File: config.mk
export PLATFORM = sky130hd
export DESIGN_NAME = lap_stopwatch
export DESIGN_NICKNAME = d
export VERILOG_FILES = /design/src/rtl/lap_stopwatch_pkg.sv /design/src/rtl/lap_fifo.sv /design/src/rtl/lap_stopwatch.sv
export SDC_FILE = /design/constraint.sdc
export NUM_CORES = 1
export LEC_CHECK = 0
export ABC_AREA = 1
export BUFFER_PORTS_ARGS = -buffer_cell sky130_fd_sc_hd__clkbuf_2
export CORE_MARGIN = 2
export CORE_UTILIZATION = 45
export DETAILED_ROUTE_END_ITERATION = 16
export PLACE_DENSITY = 0.68
export SKIP_LAST_GASP = 1
export SYNTH_ARGS = -nofsm -noshare
export SYNTH_HDL_FRONTEND = slang
export SYNTH_SLANG_ARGS = --single-unit
File: constraint.sdc
create_clock -name i_clk -period 4.2 [get_ports i_clk]
set_input_delay 0 -clock i_clk [delete_from_list [all_inputs] [get_ports i_clk]]
set_output_delay 0 -clock i_clk [all_outputs]
set_load 0.005 [all_outputs]
File: src/rtl/lap_stopwatch_pkg.sv
// Shared types and field limits for the lap stopwatch.
// Also provides the preload saturation helper.
package lap_stopwatch_pkg;

    localparam int SEC_W = 6;
    localparam int MIN_W = 6;
    localparam int HR_W  = 5;

    localparam logic [SEC_W-1:0] SEC_MAX = 6'd59;
    localparam logic [MIN_W-1:0] MIN_MAX = 6'd59;

    typedef enum logic [1:0] {
        IDLE,
        RUN,
        PAUSE,
        EXPIRED
    } sw_state_t;

    function automatic logic [5:0] sat59(
        input logic [5:0] v
    );
        return (v > 6'd59) ? 6'd59 : v;
    endfunction

endpackage

File: src/rtl/lap_fifo.sv
// Synchronous first-word-fall-through FIFO with occupancy.
// Shared by the stopwatch lap store and the alarm log.
module lap_fifo #(
    parameter int WIDTH = 8,
    parameter int DEPTH = 8
) (
    input  logic                     clk,
    input  logic                     rst,
    input  logic                     flush,
    input  logic                     push,
    input  logic [WIDTH-1:0]         push_data,
    input  logic                     pop,
    output logic [WIDTH-1:0]         head_data,
    output logic                     head_valid,
    output logic [$clog2(DEPTH):0]   count,
    output logic                     full,
    output logic                     empty
);

    localparam int AW = $clog2(DEPTH);

    logic [WIDTH-1:0] mem [DEPTH];
    logic [AW-1:0]    wr_ptr;
    logic [AW-1:0]    rd_ptr;
    logic [AW:0]      cnt_n;
    logic             push_ok;
    logic             pop_ok;

    assign full      = (count == (AW+1)'(DEPTH));
    assign empty     = ~head_valid;
    assign head_data = mem[rd_ptr];
    assign pop_ok    = pop & head_valid & ~flush;
    // A full FIFO still accepts a push when the head leaves the same cycle.
    assign push_ok   = push & ~flush & (~full | pop_ok);

    always_comb begin
        cnt_n = count;
        case ({push_ok, pop_ok})
            2'b10:   cnt_n = count + 1'b1;
            2'b01:   cnt_n = count - 1'b1;
            default: cnt_n = count;
        endcase
    end

    always_ff @(posedge clk) begin
        if (rst || flush) begin
            wr_ptr     <= '0;
            rd_ptr     <= '0;
            count      <= '0;
            head_valid <= 1'b0;
        end else begin
            if (push_ok) wr_ptr <= wr_ptr + 1'b1;
            if (pop_ok)  rd_ptr <= rd_ptr + 1'b1;
            count      <= cnt_n;
            head_valid <= (cnt_n != '0);
        end
    end

    always_ff @(posedge clk) begin
        if (push_ok) mem[wr_ptr] <= push_data;
    end

endmodule

File: src/rtl/lap_stopwatch.sv
// Up/down stopwatch with run/pause FSM, expiry and lap FIFO.
// Counts advance only on the shared ms tick enable.
module lap_stopwatch
    import lap_stopwatch_pkg::*;
#(
    parameter int TICKS_PER_SEC = 100,
    parameter int HR_MAX        = 23,
    parameter int LAP_DEPTH     = 8
) (
    input  logic                               i_clk,
    input  logic                               i_rst,
    input  logic                               i_ms_pulse,
    input  logic                               i_start_stop,
    input  logic                               i_lap,
    input  logic                               i_clear,
    input  logic                               i_mode_down,
    input  logic [SEC_W-1:0]                   i_pre_sec,
    input  logic [MIN_W-1:0]                   i_pre_min,
    input  logic [HR_W-1:0]                    i_pre_hr,
    output logic [$clog2(TICKS_PER_SEC)-1:0]   o_tick,
    output logic [SEC_W-1:0]                   o_sec,
    output logic [MIN_W-1:0]                   o_min,
    output logic [HR_W-1:0]                    o_hr,
    output logic                               o_running,
    output logic                               o_expired,
    output logic                               o_wrap,
    output logic                               o_lap_valid,
    output logic [$clog2(TICKS_PER_SEC)+16:0]  o_lap_data,
    input  logic                               i_lap_ready,
    output logic [$clog2(LAP_DEPTH):0]         o_lap_count,
    output logic                               o_lap_ovf
);

    localparam int TW = $clog2(TICKS_PER_SEC);
    localparam int DW = TW + 17;

    localparam logic [TW-1:0]   TICK_MAX = TW'(TICKS_PER_SEC - 1);
    localparam logic [HR_W-1:0] HR_TOP   = HR_W'(HR_MAX);

    sw_state_t       state;
    sw_state_t       state_n;
    logic            mode_dn;
    logic [TW-1:0]   t_n;
    logic [5:0]      s_n;
    logic [5:0]      m_n;
    logic [4:0]      h_n;
    logic            wrap_n;
    logic            cur_zero;
    logic            step_zero;
    logic            do_clear;
    logic            tick_en;
    logic            lap_push;
    logic            lap_pop;
    logic            fifo_full;
    logic            fifo_empty;
    logic [HR_W-1:0] pre_hr_sat;

    assign cur_zero   = ({o_hr, o_min, o_sec, o_tick} == '0);
    assign step_zero  = ({h_n, m_n, s_n, t_n} == '0);
    assign do_clear   = i_clear & (state != RUN);
    // An expired down-count must never step past zero into a borrow.
    assign tick_en    = (state == RUN) & i_ms_pulse
                      & ~(mode_dn & cur_zero);
    assign lap_push   = (state == RUN) & i_lap & ~i_start_stop;
    assign lap_pop    = i_lap_ready & ~fifo_empty;
    assign pre_hr_sat = (i_pre_hr > HR_TOP) ? HR_TOP : i_pre_hr;

    always_comb begin
        t_n    = o_tick;
        s_n    = o_sec;
        m_n    = o_min;
        h_n    = o_hr;
        wrap_n = 1'b0;
        if (mode_dn) begin
            if (o_tick != '0) t_n = o_tick - 1'b1;
            else begin
                t_n = TICK_MAX;
                if (o_sec != '0) s_n = o_sec - 1'b1;
                else begin
                    s_n = SEC_MAX;
                    if (o_min != '0) m_n = o_min - 1'b1;
                    else begin
                        m_n = MIN_MAX;
                        h_n = (o_hr != '0) ? o_hr - 1'b1 : HR_TOP;
                    end
                end
            end
        end else begin
            if (o_tick != TICK_MAX) t_n = o_tick + 1'b1;
            else begin
                t_n = '0;
                if (o_sec != SEC_MAX) s_n = o_sec + 1'b1;
                else begin
                    s_n = '0;
                    if (o_min != MIN_MAX) m_n = o_min + 1'b1;
                    else begin
                        m_n = '0;
                        if (o_hr != HR_TOP) h_n = o_hr + 1'b1;
                        else begin
                            h_n    = '0;
                            wrap_n = 1'b1;
                        end
                    end
                end
            end
        end
    end

    always_comb begin
        state_n = state;
        unique case (state)
            IDLE: begin
                if (!i_clear && i_start_stop) state_n = RUN;
            end
            RUN: begin
                if (i_start_stop) state_n = PAUSE;
                else if (mode_dn && (cur_zero ||
                         (i_ms_pulse && step_zero)))
                    state_n = EXPIRED;
            end
            PAUSE: begin
                if (i_clear)           state_n = IDLE;
                else if (i_start_stop) state_n = RUN;
            end
            EXPIRED: begin
                if (i_clear || i_start_stop) state_n = IDLE;
            end
            default: state_n = IDLE;
        endcase
    end

    always_ff @(posedge i_clk) begin
        if (i_rst) begin
            state     <= IDLE;
            mode_dn   <= 1'b0;
            o_tick    <= '0;
            o_sec     <= '0;
            o_min     <= '0;
            o_hr      <= '0;
            o_running <= 1'b0;
            o_expired <= 1'b0;
            o_wrap    <= 1'b0;
            o_lap_ovf <= 1'b0;
        end else begin
            state     <= state_n;
            o_running <= (state_n == RUN);
            o_expired <= (state_n == EXPIRED);
            o_wrap    <= 1'b0;
            if (state == IDLE && i_start_stop && !i_clear)
                mode_dn <= i_mode_down;
            if (do_clear) begin
                o_tick <= '0;
                o_sec  <= i_mode_down ? sat59(i_pre_sec) : '0;
                o_min  <= i_mode_down ? sat59(i_pre_min) : '0;
                o_hr   <= i_mode_down ? pre_hr_sat : '0;
            end else if (tick_en) begin
                o_tick <= t_n;
                o_sec  <= s_n;
                o_min  <= m_n;
                o_hr   <= h_n;
                o_wrap <= wrap_n & ~mode_dn;
            end
            if (do_clear)
                o_lap_ovf <= 1'b0;
            else if (lap_push && fifo_full && !lap_pop)
                o_lap_ovf <= 1'b1;
        end
    end

    lap_fifo #(
        .WIDTH (DW),
        .DEPTH (LAP_DEPTH)
    ) u_lap_fifo (
        .clk        (i_clk),
        .rst        (i_rst),
        .flush      (do_clear),
        .push       (lap_push),
        .push_data  ({o_hr, o_min, o_sec, o_tick}),
        .pop        (lap_pop),
        .head_data  (o_lap_data),
        .head_valid (o_lap_valid),
        .count      (o_lap_count),
        .full       (fifo_full),
        .empty      (fifo_empty)
    );

endmodule
==> flow_metrics.env <==
export IMPL_totalWireLength_um=27500
export IMPL_endpoint="state[1]$_SDFF_PP0_"
export IMPL_worstMarginPinSlew_ns=1.12
export IMPL_core_mm2=0.0242
export IMPL_cts_reportedPaths_clkPinSlew_ns=0.06
export IMPL_reg2reg_slack_ns=0.78
export IMPL_ir_drop_uv=279
export IMPL_status="completed"
export IMPL_antenna_cells=0
export IMPL_grt_overflow=0
export IMPL_cp_top_family="simple AND/OR/NAND/NOR gates"
export IMPL_start_util_pct=45.6
export IMPL_nFillCells=2150
export IMPL_fin_nets=1291
export IMPL_cts_tree="yes"
export IMPL_syn_nets=1195
export IMPL_reg2reg_to="state[1]$_SDFF_PP0_"
export IMPL_cp_common_cell="nand2_1"
export IMPL_drtPass1Iterations=5
export IMPL_drive_above_1_share_pct=13.4
export IMPL_cp_depth=19
export IMPL_rsz0062_at_grt="no"
export IMPL_cap_violations=0
export IMPL_clock_sinks=237
export IMPL_grt_pass1_wl_um=43300
export IMPL_cts_root_buf="clkbuf_16"
export IMPL_ys_types=40
export IMPL_die_area_mm2=0.0258
export IMPL_gp_congestion=0.964
export IMPL_required_ns=4.66
export IMPL_relSlewSlack_pct=25.5
export IMPL_grt_pass1_vias=8068
export IMPL_rr_startpoint="o_tick[0]$_SDFFE_PP0P_"
export IMPL_die_x_um=161
export IMPL_syn_to_final_growth_pct=16.0
export IMPL_hpwlAfterDp_um=17100
export IMPL_ys_seq_elements=237
export IMPL_vias_per_cell=5.38
export IMPL_whs_path_depth=3
export IMPL_ys_warnings_count=0
export IMPL_dpl_worst_slack_ns=0.858
export IMPL_worst_path_max_fanout=13
export IMPL_power_uw=5150
export IMPL_die_h_um=161
export IMPL_clkLatencyLatePin_ns=0.52
export IMPL_cp_start_kind="register"
export IMPL_worstPathArrival_ns=3.88
export IMPL_wl_per_cell_um=17.3
export IMPL_p_per_area_mw_per_mm2=402
export IMPL_layout_cells_non_filler=1593
export IMPL_hold_viol=0
export IMPL_postSynthCellCount=1156
export IMPL_power_leakage_uw=0.00486
export IMPL_ant_nets=0
export IMPL_fin_tns_setup_ns=0
export IMPL_hp_class="in2reg"
export IMPL_period_needed_ns=3.42
export IMPL_ff2ff_path_depth=19
export IMPL_crit_path_end_kind="register"
export IMPL_numCtsBuffers=24
export IMPL_post_route_period_util_pct=81.4
export IMPL_grt_max_degree=97
export IMPL_path_cells="inv_1, ha_1, inv_2, nor2_1, nand3_2, nor2_4, nand3_1, nand2_1, nand2_1, inv_2, nand2_1, nor2_1, nand2_1, nor2_1, nand3_1, nand2_1, nand2_2, a21oi_1, dlygate4sd3_1"
export IMPL_syn_area_per_cell_um2=9.54
export IMPL_port_buffers=81
export IMPL_cts_path_max_buffers=3
export IMPL_drtIter0Drc=666
export IMPL_rows=57
export IMPL_dp_cells=1520
export IMPL_critPathBufInv=4
export IMPL_h_tree_depth=1
export IMPL_critPathMaxStageDelay_ns=0.57
export IMPL_fmax_mhz=292
export IMPL_antenna_found_initial=0
export IMPL_fin_ws_ns=0.780
export IMPL_cp_startpoint="o_tick[0]$_SDFFE_PP0P_"
export IMPL_critical_path_class="reg2reg"
export IMPL_finalMaxSlewViolations=0
export IMPL_skew_ns=0.0149
export IMPL_io_pin_count=82
export IMPL_crit_slowest_cell="dlygate4sd3_1"
export IMPL_synth_seq_area_share_pct=60.5
export IMPL_drc=0
export IMPL_setup_viol_count_final=0
export IMPL_synth_area_mm2=0.0110
export IMPL_routed_via_count=8573
export IMPL_gr_usage_all_layers_pct=21.1
==> Yosys cell counts <==
library cell	instances	area (µm²)
nand3_2	5	50.1
nor2_2	8	50.1
nand2_2	5	31.3
o22ai_1	24	150
a311oi_1	2	17.5
o21ai_1	2	10.0
and3_1	1	6.26
o21ai_0	148	741
edfxtp_1	192	5770
clkbuf_1	47	176
inv_2	4	15.0
inv_1	62	233
or2_1	1	6.26
fa_1	1	20.0
clkbuf_2	1	5.00
nand4_1	15	93.8
a22oi_1	4	30.0
dfxtp_1	45	901
nand3_1	66	330
nor2_4	6	67.6
nor4_1	2	12.5
xnor2_1	2	17.5
and2_0	1	6.26
a41oi_1	1	8.76
nor3_1	4	20.0
buf_4	2	15.0
nand2_1	154	578
ha_1	13	163
a211oi_1	1	7.51
buf_1	2	7.51
o21a_1	2	15.0
xor2_1	9	78.8
buf_6	4	45.0
or2_2	2	12.5
buf_2	2	10.0
a31oi_1	33	206
nor2_1	248	931
nand2_4	1	11.3
nand3b_1	4	30.0
a21oi_1	30	150
==> report_power, final <==
group	switching, µW	internal, µW	leakage, µW
registers	78.0	2570	0.00213
clock network	860	1210	0.000369
logic	269	153	0.00236
==> state kept, by name (all words and copies together) (netlist names), named ones only <==
signal / cells
mode_dn: 1
o_expired: 1
o_hr: 5
o_lap_ovf: 1
o_min: 6
o_running: 1
o_sec: 6
o_tick: 7
o_wrap: 1
state: 2
u_lap_fifo.count: 4
u_lap_fifo.head_valid: 1
u_lap_fifo.mem: 192
u_lap_fifo.rd_ptr: 3
u_lap_fifo.wr_ptr: 3
==> routing by layer <==
layer	vias to the layer above	track usage (%)	share of wire [%]
met5	-	0	0
met4	0	6.31	2.2
met3	45	2.66	5.4
met2	260	35.3	47
met1	4054	29.0	45
li1	4214	-	-
==> worst min-delay path by stage <==
stage	to	from	slack, ns
2_1_floorplan	state[1]$_SDFF_PP0_	i_rst	0.07
3_3_place_gp	state[1]$_SDFF_PP0_	i_rst	0.25
3_5_place_dp	state[1]$_SDFF_PP0_	i_rst	0.24
4_1_cts	o_tick[6]$_SDFFE_PP0P_	i_ms_pulse	0.12
5_1_grt	o_tick[6]$_SDFFE_PP0P_	i_ms_pulse	0.16
6_report	o_tick[6]$_SDFFE_PP0P_	i_ms_pulse	0.11
==> worst register-to-register path, stage by stage, from the launching register on <==
cell	delay, ns
dfxtp_1	0.45
inv_1	0.22
ha_1	0.32
inv_2	0.04
nor2_1	0.15
nand3_2	0.29
nor2_4	0.30
nand3_1	0.10
nand2_1	0.10
nand2_1	0.11
inv_2	0.06
nand2_1	0.04
nor2_1	0.10
nand2_1	0.05
nor2_1	0.08
nand3_1	0.09
nand2_1	0.09
nand2_2	0.07
a21oi_1	0.13
dlygate4sd3_1	0.57
==> placed cells by master, fill, tap and decap left out, types with 30 or more instances in the layout <==
| cell | synthesis | layout |
|---|---|---|
| edfxtp_1 | 192 | 192 |
| nor2_1 | 248 | 242 |
| nand2_1 | 154 | 154 |
| dfxtp_1 | 45 | 44 |
| a21oi_1 | 30 | 30 |
| o21ai_0 | 148 | 148 |
| clkbuf_2 | 1 | 81 |
| nand3_1 | 66 | 66 |
| a31oi_1 | 33 | 33 |
| dlygate4sd3_1 | 0 | 30 |
| inv_1 | 62 | 61 |
==> cell type report <==
cell class	count	area [µm²]	share of cell area [%]
flip-flops and latches	237	6670	52.1
multi-input cells	795	3880	30.3
repair buffers	128	833	6.51
clock buffers	32	652	5.10
well taps	324	405	3.17
inverters	66	248	1.94
clock inverters	11	110	0.861
==> timing repair <==
item,4_1_cts,5_1_grt
setup buffers,0,0
gates resized for setup,0,0
hold buffers,30,0
endpoints found under the hold margin,26,0
==> metrics by stage <==
step	hold WS [ns]	area [µm²]	utilization, %
final	0.112	12800	52.9
after global routing	0.162	12800	52.9
after CTS	0.117	12800	52.9
after detailed placement	0.245	11700	48.5
after global placement	0.249	11700	48.5
after floorplan	0.0691	11000	-
==> cell families (layout without fill, tap and decap cells) <==
group / count (synthesis) / in the layout / share of synthesized area (%)
AND/OR/NAND/NOR: 523 / 523 / 20.3
AO/OA/AOI/OAI: 247 / 247 / 12.1
flip-flops: 237 / 237 / 60.5
buffers and inverters: 124 / 237 / 4.60
adder cells (fa/ha/maj): 14 / 14 / 1.66
XOR/XNOR: 11 / 11 / 0.874
Power figures use the tool's default switching activity.
